$ cat src/rtl/fir_stream_pkg.sv
// Shared widths and types for the FIR stream driver.
// The FIR_STREAM_ROUND_EN build option is handled entirely inside fir_result_scaler.
package fir_stream_pkg;

  localparam int unsigned IN_SAMPLE_WIDTH  = 16;
  localparam int unsigned OUT_SAMPLE_WIDTH = 32;

  typedef enum logic [1:0] {
    StCollect,
    StStart,
    StWait,
    StEmit
  } fsm_state_e;

  // 33-bit signed intermediate: a 32-bit result plus headroom for the rounding bias.
  typedef logic signed [OUT_SAMPLE_WIDTH:0] acc_t;

endpackage

$ cat src/rtl/fir_stream_driver_if.sv
// Sample stream, FIR handshake and result stream of the FIR stream driver.
// The master modport is the driver's view; slave is the surrounding logic.
interface fir_stream_driver_if #(
  parameter int unsigned SAMPLES_NUM = 4
);
  import fir_stream_pkg::*;

  logic [IN_SAMPLE_WIDTH-1:0]              sampleIn;
  logic                                    sampleValidIn;
  logic                                    sampleReadyOut;
  logic                                    firStartOut;
  logic                                    firBusyIn;
  logic                                    firDoneIn;
  logic [IN_SAMPLE_WIDTH*SAMPLES_NUM-1:0]  firDataOut;
  logic [OUT_SAMPLE_WIDTH*SAMPLES_NUM-1:0] firDataIn;
  logic [IN_SAMPLE_WIDTH-1:0]              resultOut;
  logic                                    resultValidOut;
  logic                                    resultReadyIn;

  modport master (
    input  sampleIn, sampleValidIn, firBusyIn, firDoneIn, firDataIn, resultReadyIn,
    output sampleReadyOut, firStartOut, firDataOut, resultOut, resultValidOut
  );

  modport slave (
    output sampleIn, sampleValidIn, firBusyIn, firDoneIn, firDataIn, resultReadyIn,
    input  sampleReadyOut, firStartOut, firDataOut, resultOut, resultValidOut
  );

endinterface

$ cat src/rtl/fir_result_scaler.sv
// Combinational shift/saturate of one 32-bit filter result down to 16 bits.
// Define FIR_STREAM_ROUND_EN for round half-up; otherwise truncates toward -inf.
module fir_result_scaler
  import fir_stream_pkg::*;
#(
  parameter int unsigned OUT_SHIFT = 15
) (
  input  logic [OUT_SAMPLE_WIDTH-1:0] word_i,
  output logic [IN_SAMPLE_WIDTH-1:0]  result_o
);

  localparam acc_t MaxVal = 33'sd32767;
  localparam acc_t MinVal = -33'sd32768;

  acc_t ext;
  acc_t biased;
  acc_t shifted;

  always_comb begin
    ext = acc_t'(signed'(word_i));
`ifdef FIR_STREAM_ROUND_EN
    biased = ext + (acc_t'(1) <<< (OUT_SHIFT - 1));
`else
    biased = ext;
`endif
    shifted = biased >>> OUT_SHIFT;
    if (shifted > MaxVal) begin
      result_o = 16'h7fff;
    end else if (shifted < MinVal) begin
      result_o = 16'h8000;
    end else begin
      result_o = shifted[IN_SAMPLE_WIDTH-1:0];
    end
  end

endmodule

$ cat src/rtl/fir_stream_driver.sv
// Packs a serial sample stream into one FIR frame, runs the start/busy/done handshake,
// then streams the scaled results back out. Rounding mode: FIR_STREAM_ROUND_EN.
module fir_stream_driver
  import fir_stream_pkg::*;
#(
  parameter int unsigned SAMPLES_NUM = 4,
  parameter int unsigned OUT_SHIFT   = 15
) (
  input logic               clkIn,
  input logic               nResetIn,
  fir_stream_driver_if.master bus
);

  localparam int unsigned FrameW  = IN_SAMPLE_WIDTH * SAMPLES_NUM;
  localparam int unsigned ResultW = OUT_SAMPLE_WIDTH * SAMPLES_NUM;
  localparam logic [2:0]  LastIdx = 3'(SAMPLES_NUM - 1);

  fsm_state_e                  state_q, state_d;
  logic [2:0]                  idx_q, idx_d;
  logic [2:0]                  k_q, k_d;
  logic [FrameW-1:0]           frame_q, frame_d;
  logic [ResultW-1:0]          result_q, result_d;
  logic [OUT_SAMPLE_WIDTH-1:0] word;
  logic [IN_SAMPLE_WIDTH-1:0]  scaled;

  // Word 0 sits in the top of the result bus, so the oldest output leaves first.
  assign word = result_q[OUT_SAMPLE_WIDTH * (SAMPLES_NUM - 1 - 32'(k_q)) +: OUT_SAMPLE_WIDTH];
  assign bus.firDataOut = frame_q;

  fir_result_scaler #(
    .OUT_SHIFT (OUT_SHIFT)
  ) u_scaler (
    .word_i   (word),
    .result_o (scaled)
  );

  always_ff @(posedge clkIn or negedge nResetIn) begin
    if (!nResetIn) begin
      state_q  <= StCollect;
      idx_q    <= '0;
      k_q      <= '0;
      frame_q  <= '0;
      result_q <= '0;
    end else begin
      state_q  <= state_d;
      idx_q    <= idx_d;
      k_q      <= k_d;
      frame_q  <= frame_d;
      result_q <= result_d;
    end
  end

  always_comb begin
    state_d            = state_q;
    idx_d              = idx_q;
    k_d                = k_q;
    frame_d            = frame_q;
    result_d           = result_q;
    bus.sampleReadyOut = 1'b0;
    bus.firStartOut    = 1'b0;
    bus.resultValidOut = 1'b0;
    bus.resultOut      = '0;

    unique case (state_q)
      StCollect: begin
        bus.sampleReadyOut = 1'b1;
        if (bus.sampleValidIn) begin
          frame_d[IN_SAMPLE_WIDTH * 32'(idx_q) +: IN_SAMPLE_WIDTH] = bus.sampleIn;
          if (idx_q == LastIdx) begin
            idx_d   = '0;
            state_d = StStart;
          end else begin
            idx_d = idx_q + 3'd1;
          end
        end
      end
      StStart: begin
        bus.firStartOut = !bus.firBusyIn;
        if (!bus.firBusyIn) begin
          state_d = StWait;
        end
      end
      StWait: begin
        if (bus.firDoneIn) begin
          result_d = bus.firDataIn;
          state_d  = StEmit;
        end
      end
      StEmit: begin
        bus.resultValidOut = 1'b1;
        bus.resultOut      = scaled;
        if (bus.resultReadyIn) begin
          if (k_q == LastIdx) begin
            k_d     = '0;
            state_d = StCollect;
          end else begin
            k_d = k_q + 3'd1;
          end
        end
      end
    endcase
  end

endmodule

$ cat src/flat_wrapper.sv
// flat-port wrapper written by rule: the top's interface ports become plain ports
module fir_stream_driver_flat import fir_stream_pkg::*;
#(
  parameter int unsigned SAMPLES_NUM = 4,
  parameter int unsigned OUT_SHIFT   = 15
)
  (clkIn, nResetIn, bus_sampleIn, bus_sampleValidIn, bus_firBusyIn, bus_firDoneIn, bus_firDataIn, bus_resultReadyIn, bus_sampleReadyOut, bus_firStartOut, bus_firDataOut, bus_resultOut, bus_resultValidOut);
  fir_stream_driver_if #(.SAMPLES_NUM(SAMPLES_NUM)) bus_i ();
  input logic clkIn;
  input logic nResetIn;
  input wire logic [$bits(bus_i.sampleIn)-1:0] bus_sampleIn;
  input wire logic [$bits(bus_i.sampleValidIn)-1:0] bus_sampleValidIn;
  input wire logic [$bits(bus_i.firBusyIn)-1:0] bus_firBusyIn;
  input wire logic [$bits(bus_i.firDoneIn)-1:0] bus_firDoneIn;
  input wire logic [$bits(bus_i.firDataIn)-1:0] bus_firDataIn;
  input wire logic [$bits(bus_i.resultReadyIn)-1:0] bus_resultReadyIn;
  output wire logic [$bits(bus_i.sampleReadyOut)-1:0] bus_sampleReadyOut;
  output wire logic [$bits(bus_i.firStartOut)-1:0] bus_firStartOut;
  output wire logic [$bits(bus_i.firDataOut)-1:0] bus_firDataOut;
  output wire logic [$bits(bus_i.resultOut)-1:0] bus_resultOut;
  output wire logic [$bits(bus_i.resultValidOut)-1:0] bus_resultValidOut;
  assign bus_i.sampleIn = bus_sampleIn;
  assign bus_i.sampleValidIn = bus_sampleValidIn;
  assign bus_i.firBusyIn = bus_firBusyIn;
  assign bus_i.firDoneIn = bus_firDoneIn;
  assign bus_i.firDataIn = bus_firDataIn;
  assign bus_i.resultReadyIn = bus_resultReadyIn;
  assign bus_sampleReadyOut = bus_i.sampleReadyOut;
  assign bus_firStartOut = bus_i.firStartOut;
  assign bus_firDataOut = bus_i.firDataOut;
  assign bus_resultOut = bus_i.resultOut;
  assign bus_resultValidOut = bus_i.resultValidOut;
  fir_stream_driver #(.SAMPLES_NUM(SAMPLES_NUM), .OUT_SHIFT(OUT_SHIFT)) u_core (.clkIn(clkIn), .nResetIn(nResetIn), .bus(bus_i));
endmodule
$ cat config.mk
export PLATFORM = sky130hd
export DESIGN_NAME = fir_stream_driver_flat
export DESIGN_NICKNAME = d
export VERILOG_FILES = /design/src/rtl/fir_stream_pkg.sv /design/src/rtl/fir_stream_driver_if.sv /design/src/rtl/fir_result_scaler.sv /design/src/rtl/fir_stream_driver.sv /design/src/flat_wrapper.sv
export SDC_FILE = /design/constraint.sdc
export NUM_CORES = 1
export LEC_CHECK = 0
export CAP_MARGIN = 20
export CORE_ASPECT_RATIO = 0.5
export CORE_MARGIN = 2
export CORE_UTILIZATION = 30
export DETAILED_ROUTE_END_ITERATION = 10
export PLACE_DENSITY = 0.58
export SLEW_MARGIN = 5
export SYNTH_ARGS = -nofsm -noshare
export SYNTH_HDL_FRONTEND = slang
export SYNTH_SLANG_ARGS = --single-unit
$ cat constraint.sdc
create_clock -name clkIn -period 3 [get_ports clkIn]
set_clock_uncertainty 0.05 [all_clocks]
set_input_delay 0.45 -clock clkIn [delete_from_list [all_inputs] [get_ports clkIn]]
set_output_delay 0.45 -clock clkIn [all_outputs]
set_load 0.03 [all_outputs]
======== Word level (Yosys, flattened, before mapping) ========
Index checks and enable logic that the tools add are counted.
Widths: inputs -> output; s select.
storage, ports and cells
  bits in registers ....................... 200
  bits of input ports ..................... 150
cells by class
  $add $sub $neg .......................... 4
  order comparisons ....................... 2
  equality and inequality tests ........... 11
  shift-type cells ........................ 3
  mux-type cells .......................... 16
  reductions and logical operators ........ 6
operators with widths
  cell                      number
  $shiftx 128x33->32        1
  $bwmux 64                 1
  $shift 16x34->64 const A  1
  $shiftx 16x34->64         1
  $mux 16                   3
  $neg 7->34                1
  $gt 17x16->1 const B      1
  $lt 17x16->1 const B      1
  $mux 2                    6
  $ne 2x2->1 const B        4
  $pmux 2 s4                1
  $add 3x1->3 const B       2
  $eq 3x2->1 const B        2
  $mux 3                    2
  $reduce_and 2->1          3
  $reduce_and 6->1          1
  $eq 2x2->1 const B        2
  $ne 2x1->1 const B        2
  $sub 2x3->4 const A       1
  $mux 1                    3
  $eq 2x1->1 const B        1
  $logic_not 2->1           1
  $logic_not 1->1           1

======== Logic depth before layout (Yosys ltp) ========
Gate-level depths: netlist (run 1).
  word-level depth ........................ 6
  depth in mapped cells ................... 9
  mapped depth without buffers ............ 7

======== Hierarchy ========
Synthesis (run 1) repeated with hierarchy kept, for this count alone.
unflattened totals
  cell total of the unflattened synthesis .. 673
  area, all modules ....................... 9037.4 um2
by module, submodules not included
  module             times used  cells each  area each (um2)
  fir_stream_driver  1           623         8777.2
  fir_result_scaler  1           50          260.2

======== Worst setup path after synthesis (run 1) ========
Ideal clock, no wire load.
  kind .................................... register to output
  start point ............................. register u_core.state_q[1]
  end point ............................... output port bus_resultOut[10]
  data arrival time ....................... 1.968 ns
  required time ........................... 2.500 ns
  path slack .............................. 0.532 ns
  stages on the path, launching flop included .. 7
  cell sequence ........................... dfrtp_1 -> ha_1 -> nor2b_1 -> clkbuf_1 -> clkbuf_1 -> nand2_1 -> o21ai_1
between the ends
  word-level cells in the longest chain between the ends .. 2
ends and longest elaborated chain
  element                 RTL line                 RTL
  start, declared         fir_stream_driver.sv:18  fsm_state_e state_q, state_d;
  start signal, assigned  fir_stream_driver.sv:39  state_q <= StCollect;
  start signal, assigned  fir_stream_driver.sv:45  state_q <= state_d;
  $eq 2x2->1              fir_stream_driver.sv:64  unique case (state_q)
  $mux 16                 fir_stream_driver.sv:64
  end, declared           flat_wrapper.sv:20       output wire logic [$bits(bus_i.resultOut)-1:0] bus_resultOut;
Every way passes these cells.

======== Worst setup path in the final report (run 1) ========
  start point ............................. register u_core.k_q[0]
  end point ............................... output port bus_resultOut[14]
between the ends
  word-level cells in the longest chain between the ends .. 6
  elaborated cells between the ends (all ways) .. 7
  those cells by class .................... add/sub (1); order compare (2); shift (1); mux (3)
ends and longest elaborated chain
  element                 RTL line                 RTL
  start, declared         fir_stream_driver.sv:20  logic [2:0] k_q, k_d;
  start signal, assigned  fir_stream_driver.sv:47  k_q <= k_d;
  $sub 2x3->4 (*)         fir_stream_driver.sv:27  assign word = result_q[OUT_SAMPLE_WIDTH * (SAMPLES_NUM - 1 - 32'(k_q)) +: OUT_SAMPLE_WIDTH];
  $shiftx 128x33->32 (*)  fir_stream_driver.sv:27
  $lt 17x16->1            fir_result_scaler.sv:29  end else if (shifted < MinVal) begin
  $mux 16                 fir_result_scaler.sv:29
  $mux 16 (*)             fir_result_scaler.sv:27  if (shifted > MaxVal) begin
  $mux 16 (*)             fir_stream_driver.sv:64
Mark *: on every way between the ends. The rest lies on a longest branch, timed or not.

==> results of run 1 <==
==> repair_timing <==
action	in CTS	in global routing
buffers inserted	1	0
hold endpoints to repair	55	0
pin swaps	1	0
gates resized for setup	16	16
endpoints found under the setup margin	15	10
hold buffers	1	0
==> power groups by stage <==
stage / Sequential, mW / Clock [mW] / Combinational (mW)
after floorplan: 3.63 / 0 / 2.19
after global placement: 3.14 / 0 / 4.11
after detailed placement: 3.17 / 0 / 4.16
after CTS: 3.15 / 2.02 / 4.21
after global routing: 3.25 / 2.09 / 4.46
final: 3.14 / 1.95 / 4.14
==> synthesized netlist by cell type, drive strengths merged <==
master,n
o21ai,20
nor2,4
or2,1
mux2i,17
nand3,3
buf,19
clkbuf,3
dfrtp,140
nand2,38
nand4,1
nor2b,3
ha,8
mux4,17
a31oi,2
nor4,2
a21o,1
a222oi,1
maj3,1
and2,2
inv,27
nand3b,1
mux2,117
nand2b,1
==> area by class of cell <==
class / instances / area, um^2
Clock buffer: 19 / 443
Clock inverter: 11 / 98.8
Multi-Input combinational cell: 240 / 2450
Inverter: 27 / 101
Tap cell: 273 / 342
Sequential cell: 140 / 3500
Fill cell: 1882 / 11600
Timing Repair Buffer: 188 / 1880
==> routing by layer <==
metal	vias to the layer above	share of wire [%]	GRT usage, %
met2	63	50	24.1
met1	2029	44	18.3
met3	17	3.9	4.21
met4	0	1.7	5.07
li1	1873	-	-
met5	-	0	0
==> cells in the final DEF (no fill, tap or decap), types with 2 or more instances in the layout <==
cell type        count
ha_1                 8
nor2b_1              2
inv_2                2
mux4_2              17
dfrtp_1            140
o21ai_0              9
mux2_1              11
clkbuf_16           17
clkinv_2             4
mux2_4              10
buf_4               11
clkinvlp_4           3
nor2_1               2
a31oi_1              2
buf_12               5
mux2i_1             17
and2_1               2
o21ai_1             11
inv_1               25
dlygate4sd2_1        4
clkinv_4             3
clkbuf_2             4
mux2_2              96
clkdlybuf4s15_1      6
nand2_1             37
clkdlybuf4s50_1    156
==> cells by family (layout without fill, tap and decap cells) <==
logic type / after synthesis / after routing / share of synthesized area [%]
adder cells (fa/ha/maj): 9 / 9 / 1.80
multiplexers: 151 / 151 / 30.9
AND/OR/NAND/NOR: 56 / 56 / 4.56
AO/OA/AOI/OAI: 24 / 24 / 2.11
flip-flops: 140 / 140 / 56.8
buffers and inverters: 49 / 245 / 3.85
==> flip-flops by register name, summed over array words and instances (netlist names) <==
signal / cells
u_core.state_q: 2
u_core.k_q: 3
u_core.idx_q: 3
u_core.result_q: 68
u_core.bus.firDataOut: 64
==> worst reg2reg max path: cells and delay by family, from the launching register on <==
family | cells | cell delay, ns
adder cells (fa/ha/maj) | 2 | 0.51
buffers and inverters | 1 | 0.09
flip-flops | 1 | 0.49
multiplexers | 1 | 0.52
AND/OR/NAND/NOR | 2 | 0.81
==> path summary, 6_finish.rpt <==
path	start	endpoint	slack, ns	depth (start not counted)
setup / recovery	u_core.k_q[0]	bus_resultOut[14]	0.12	5
hold / removal	u_core.bus.firDataOut[53]	u_core.bus.firDataOut[53]	0.44	1
setup reg to reg	u_core.idx_q[0]	u_core.bus.firDataOut[12]	0.42	6
hold reg to reg	u_core.bus.firDataOut[53]	u_core.bus.firDataOut[53]	0.44	1
max in group asynchronous	nResetIn	u_core.result_q[31]	1.63	3
min in group asynchronous	nResetIn	u_core.result_q[26]	0.51	2
==> flow_metrics.tcl, run 1 <==
set metrics [dict create \
    status "finished, final reports clean" \
    max_cap_viol_count 0 \
    grt_pass1_vias 4345 \
    sw_frac_of_total_pct 35.8 \
    total_of_warnings_raised_by_yosys 0 \
    globalplace.congestion 0.730 \
    timing.setup.tns_ns 0 \
    synthesis.instances 429 \
    crit_chain "mux4_2, buf_4, maj3_2, and2_1, dlygate4sd2_1" \
    seq_power_share_pct 34.0 \
    leakage_power_nw 3.86 \
    cpLargestDelayFamily "multiplexers" \
    initial_core_util_pct 30.3 \
    holdCritPathClass "reg -> reg" \
    total_switching_power_mw 3.30 \
    max_slew_margin_pct 58.7 \
    core_area_mm2 0.0204 \
    port-buffer-count 172 \
    pre_cts_ws_ns -0.0985 \
    synth_cell_types 34 \
    cell_area_after_layout_mm2 0.00881 \
    irDropWorstVdd_mv 0.459 \
    post-route-util_pct 43.3 \
    via_per_inst 4.43 \
    antenna_cells 0 \
    grt_usage_pct 14.6 \
    setup.worst_path.start_class "register" \
    grt_antenna_before_repair 0 \
    timing.critical_path.to_type "output port" \
    timing.fmax_mhz 348 \
    synthesis.area_mm2 0.00617 \
    final-setup-viol-count 0 \
    synth_largest_type_area_fraction_pct 56.8 \
    layout-area-overhead-vs-synth_pct 42.8 \
    netlist.top_cell.by_area "dfrtp_1" \
    clock_tree.htree_level_count 4 \
    grt_pass1_wl_mm 23.8 \
    final_layout_size_suffix_gt1_share_pct 29.4 \
    cpMaxStageDelayCell "mux4_2" \
    powerDensity_mw_per_mm2 1050 \
    die_width_um 207 \
    yosysSeqAreaShare_pct 56.8 \
    timing.hold.ws_ns 0.441 \
    report.final.slew_viol_count 0 \
    tightest_slew_ns 0.619 \
    grt_setup_unrepaired "no" \
    worstPathRequired_ns 2.50 \
    synth_top_cells_by_area "dfrtp_1 57%, mux2_2 18%, mux4_2 6.2%" \
    final_net_count 772 \
    placed_instances 866 \
    syn-mean-instance-area_um2 14.4 \
    power_frac_comb_pct 44.8 \
    ys_seq_elements 140 \
    worstSetupPathType "reg -> out" \
    clk_latency_ns 0.42 \
    dpl_cell_area_mm2 0.00826 \
    fp-row-count 37 \
    ioPinCount 233 \
    first_iter_violations 109 \
    dpl.hpwl_mm 10.2 \
    grt_max_degree 69 \
    min_period_ns 2.88 \
    antenna_violating_nets_post_route 0 \
    fin_cells 898 \
    cp.arrival_ns 2.38 \
    critical_path.n_buffers_inverters 2 \
    cts_buffers 17 \
    route.detailed.wl_per_inst_um 16.6 \
    cts.root.buffer_cell "clkbuf_16" \
    remaining_drc_errors 0 \
    dr_total_vias 3982 \
    wl_mm 14.9 \
    critPathMaxFanout 4 \
    clock_path_buffers 2 \
    fin_ws_ns 0.123 \
    cts_tree "yes" \
    detail_route.first_pass.iterations 4 \
    dieArea_mm2 0.0218 \
    clock_sinks 140 \
    clkPwrFrac_pct 21.2 \
    power_after_layout_mw 9.23 \
    final_cycle_utilization_of_the_critical_path_pct 95.9 \
    postSynthNetCount 587 \
    internal-power_mw 5.93 \
    clk_transition_reported_paths_ns 0.06 \
    chipHeight_um 105 \
    grt-ovfl-total 0 \
    finalHoldViolations 0 \
    worst_path_largest_cell_delay_ns 0.57 \
]
(Power assumes the default switching activity.)
==> inputs of run 2 (changes only) <==
Settings changed: CORE_MARGIN 2 to 4, MAX_ROUTING_LAYER from default to met4, SLEW_MARGIN 5 to 20.
==> run 2 against run 1 <==
  * Critical path depth grew 1
  * Sequential share of layout area shrank 0.42 points
  * Via count grew 0.93%
  * Worst hold slack lost 0.0034 ns
  * Design area grew 1.1%
  * First-iteration DRC count grew 33%
  * Clock power grew 17%
  * Setup slack gained 0.038 ns
  * Maximum frequency grew 1.3%
  * Largest power group unchanged
==> flow_metrics.tcl, run 2 (synthesis gave the netlist of run 1 again) <==
set metrics [dict create \
    cts_tree "yes" \
    final-setup-viol-count 0 \
    grt_usage_pct 14.0 \
    timing.critical_path.to_type "output port" \
    worstPathRequired_ns 2.50 \
    finalHoldViolations 0 \
    register_area_mm2 0.00350 \
    max_slew_margin_pct 56.6 \
    via_per_inst 4.51 \
    layout-area-overhead-vs-synth_pct 44.3 \
    wl_mm 15.5 \
    grt_pass1_vias 4355 \
    timing.fmax_mhz 352 \
    timing.setup.tns_ns 0 \
    detail_route.first_pass.iterations 4 \
    report.final.slew_viol_count 0 \
    min_period_ns 2.84 \
    crit_chain "mux4_2, inv_2, nor2_4, buf_12, o21ai_1, dlygate4sd2_1" \
    grt-ovfl-total 0 \
    dieArea_mm2 0.0231 \
    cts.repair_timing.setup_buffer_count 0 \
    worst_path_largest_cell_delay_ns 0.54 \
    max_ffs_per_register 68 \
    routed.top_layer "met4" \
    route.detailed.wl_per_inst_um 17.4 \
    leakage_power_nw 3.93 \
    dr_total_vias 4019 \
    final_cycle_utilization_of_the_critical_path_pct 94.6 \
    most-common-layout-cells "156 x clkdlybuf4s50_1, 140 x dfrtp_1, 96 x mux2_2, 37 x nand2_1, 25 x inv_1" \
    cpLargestDelayFamily "buffers and inverters" \
    post-route-util_pct 44.9 \
    cts_buffers 17 \
    cts.root.buffer_cell "clkbuf_16" \
    most_flop_heavy_register "u_core.result_q" \
    setup.worst_path.start_class "register" \
    clkPwrFrac_pct 23.9 \
    worstSetupPathType "reg -> out" \
    total_switching_power_mw 3.31 \
    dpl.hpwl_mm 10.8 \
    grt_antenna_before_repair 0 \
    power_frac_comb_pct 43.0 \
    max_cap_viol_count 0 \
    remaining_drc_errors 0 \
    final_net_count 772 \
    critical_path.n_buffers_inverters 3 \
    grt_max_degree 69 \
    antenna_violating_nets_post_route 0 \
    powerDensity_mw_per_mm2 1070 \
    filler_cell_count 1843 \
    first_iter_violations 145 \
    pre_cts_ws_ns 0.0654 \
    clock_sinks 140 \
    final_layout_size_suffix_gt1_share_pct 29.4 \
    core_area_mm2 0.0198 \
    clock_path_buffers 2 \
    tightest_slew_ns 0.651 \
    wl_met1_mm 6.83 \
    seq_power_share_pct 33.1 \
    cp.arrival_ns 2.34 \
    dr_wl_met2_mm 8.01 \
    critPathMaxFanout 10 \
    ioPinCount 233 \
    irDropWorstVdd_mv 0.416 \
    timing.hold.ws_ns 0.437 \
    antenna_cells 0 \
    initial_core_util_pct 31.1 \
    holdCritPathClass "reg -> reg" \
    met3RoutedLength_um 472 \
    grt_pass1_wl_mm 24.0 \
    grt_setup_unrepaired "no" \
    port-buffer-count 172 \
    most_common_library_cell_in_the_layout_ignoring_fill_and_taps "clkdlybuf4s50_1" \
    multi_input_comb_area_mm2 0.00245 \
    die_width_um 211 \
    fin_ws_ns 0.161 \
    internal-power_mw 6.23 \
    clock_tree.htree_level_count 4 \
    globalplace.congestion 0.730 \
    clk_transition_reported_paths_ns 0.06 \
    fp-row-count 36 \
    status "finished, final reports clean" \
    chipHeight_um 109 \
    sw_frac_of_total_pct 34.7 \
    cpMaxStageDelayCell "mux4_2" \
    clk_latency_ns 0.42 \
    power_after_layout_mw 9.54 \
]
==> run 2: changes by cell type in the layout (fill, tap and decap cells not counted), sizes merged <==
cell	change
buf	+1
clkbuf	-2
clkinv	-6
clkinvlp	+2
bufinv	+3
dlygate4sd2	+9
clkdlybuf4s15	-6
==> run 2: path summary, 6_finish.rpt <==
path                       slack [ns]                         to                      from  depth (start not counted)
max                              0.16           bus_resultOut[7]             u_core.k_q[0]                          6
min                              0.44   u_core.bus.firDataOut[9]  u_core.bus.firDataOut[9]                          1
max reg2reg                      0.37  u_core.bus.firDataOut[12]           u_core.idx_q[0]                          5
min reg2reg                      0.44   u_core.bus.firDataOut[9]  u_core.bus.firDataOut[9]                          1
max in group asynchronous        1.59        u_core.result_q[27]                  nResetIn                          3
min in group asynchronous        0.54        u_core.result_q[89]                  nResetIn                          2
==> run 2: worst reg2reg max path: cells and delay by family (launching register included) <==
family,cells,cell delay (ns)
adder cells (fa/ha/maj),1,0.50
buffers and inverters,1,0.07
flip-flops,1,0.48
AND/OR/NAND/NOR,2,0.88
multiplexers,1,0.53
==> run 2: stage by stage <==
stage,area (um^2),cells
after floorplan,6170,429
after global placement,8250,860
after detailed placement,8250,860
after CTS,8910,892
after global routing,8910,892
final,8910,892
==> run 2: repair_timing <==
action,4_1_cts,5_1_grt
resized for setup,16,0
endpoints found under the setup margin,14,0
hold endpoints to repair,35,0
hold buffers,1,0
==> run 2: layout make-up <==
cell class,instances,share of cell area (%)
sequential,140,39.3
multi-input combinational,240,27.5
timing repair buffer,188,21.0
clock buffer,21,5.39
tap,266,3.74
clock inverter,10,1.83
inverter,27,1.14
==> run 2: layer usage <==
| metal | vias up | global-route usage, % |
|---|---|---|
| met5 | - | - |
| met4 | 0 | 5.22 |
| met3 | 16 | 3.11 |
| met2 | 60 | 23.4 |
| met1 | 2073 | 17.0 |
| li1 | 1870 | - |
==> run 2: power groups by stage <==
stage,Sequential [mW],Clock (mW),Combinational (mW)
after floorplan,3.63,0,2.19
after global placement,3.15,0,4.14
after detailed placement,3.18,0,4.19
after CTS,3.17,2.35,4.19
after global routing,3.26,2.43,4.43
final,3.16,2.28,4.10
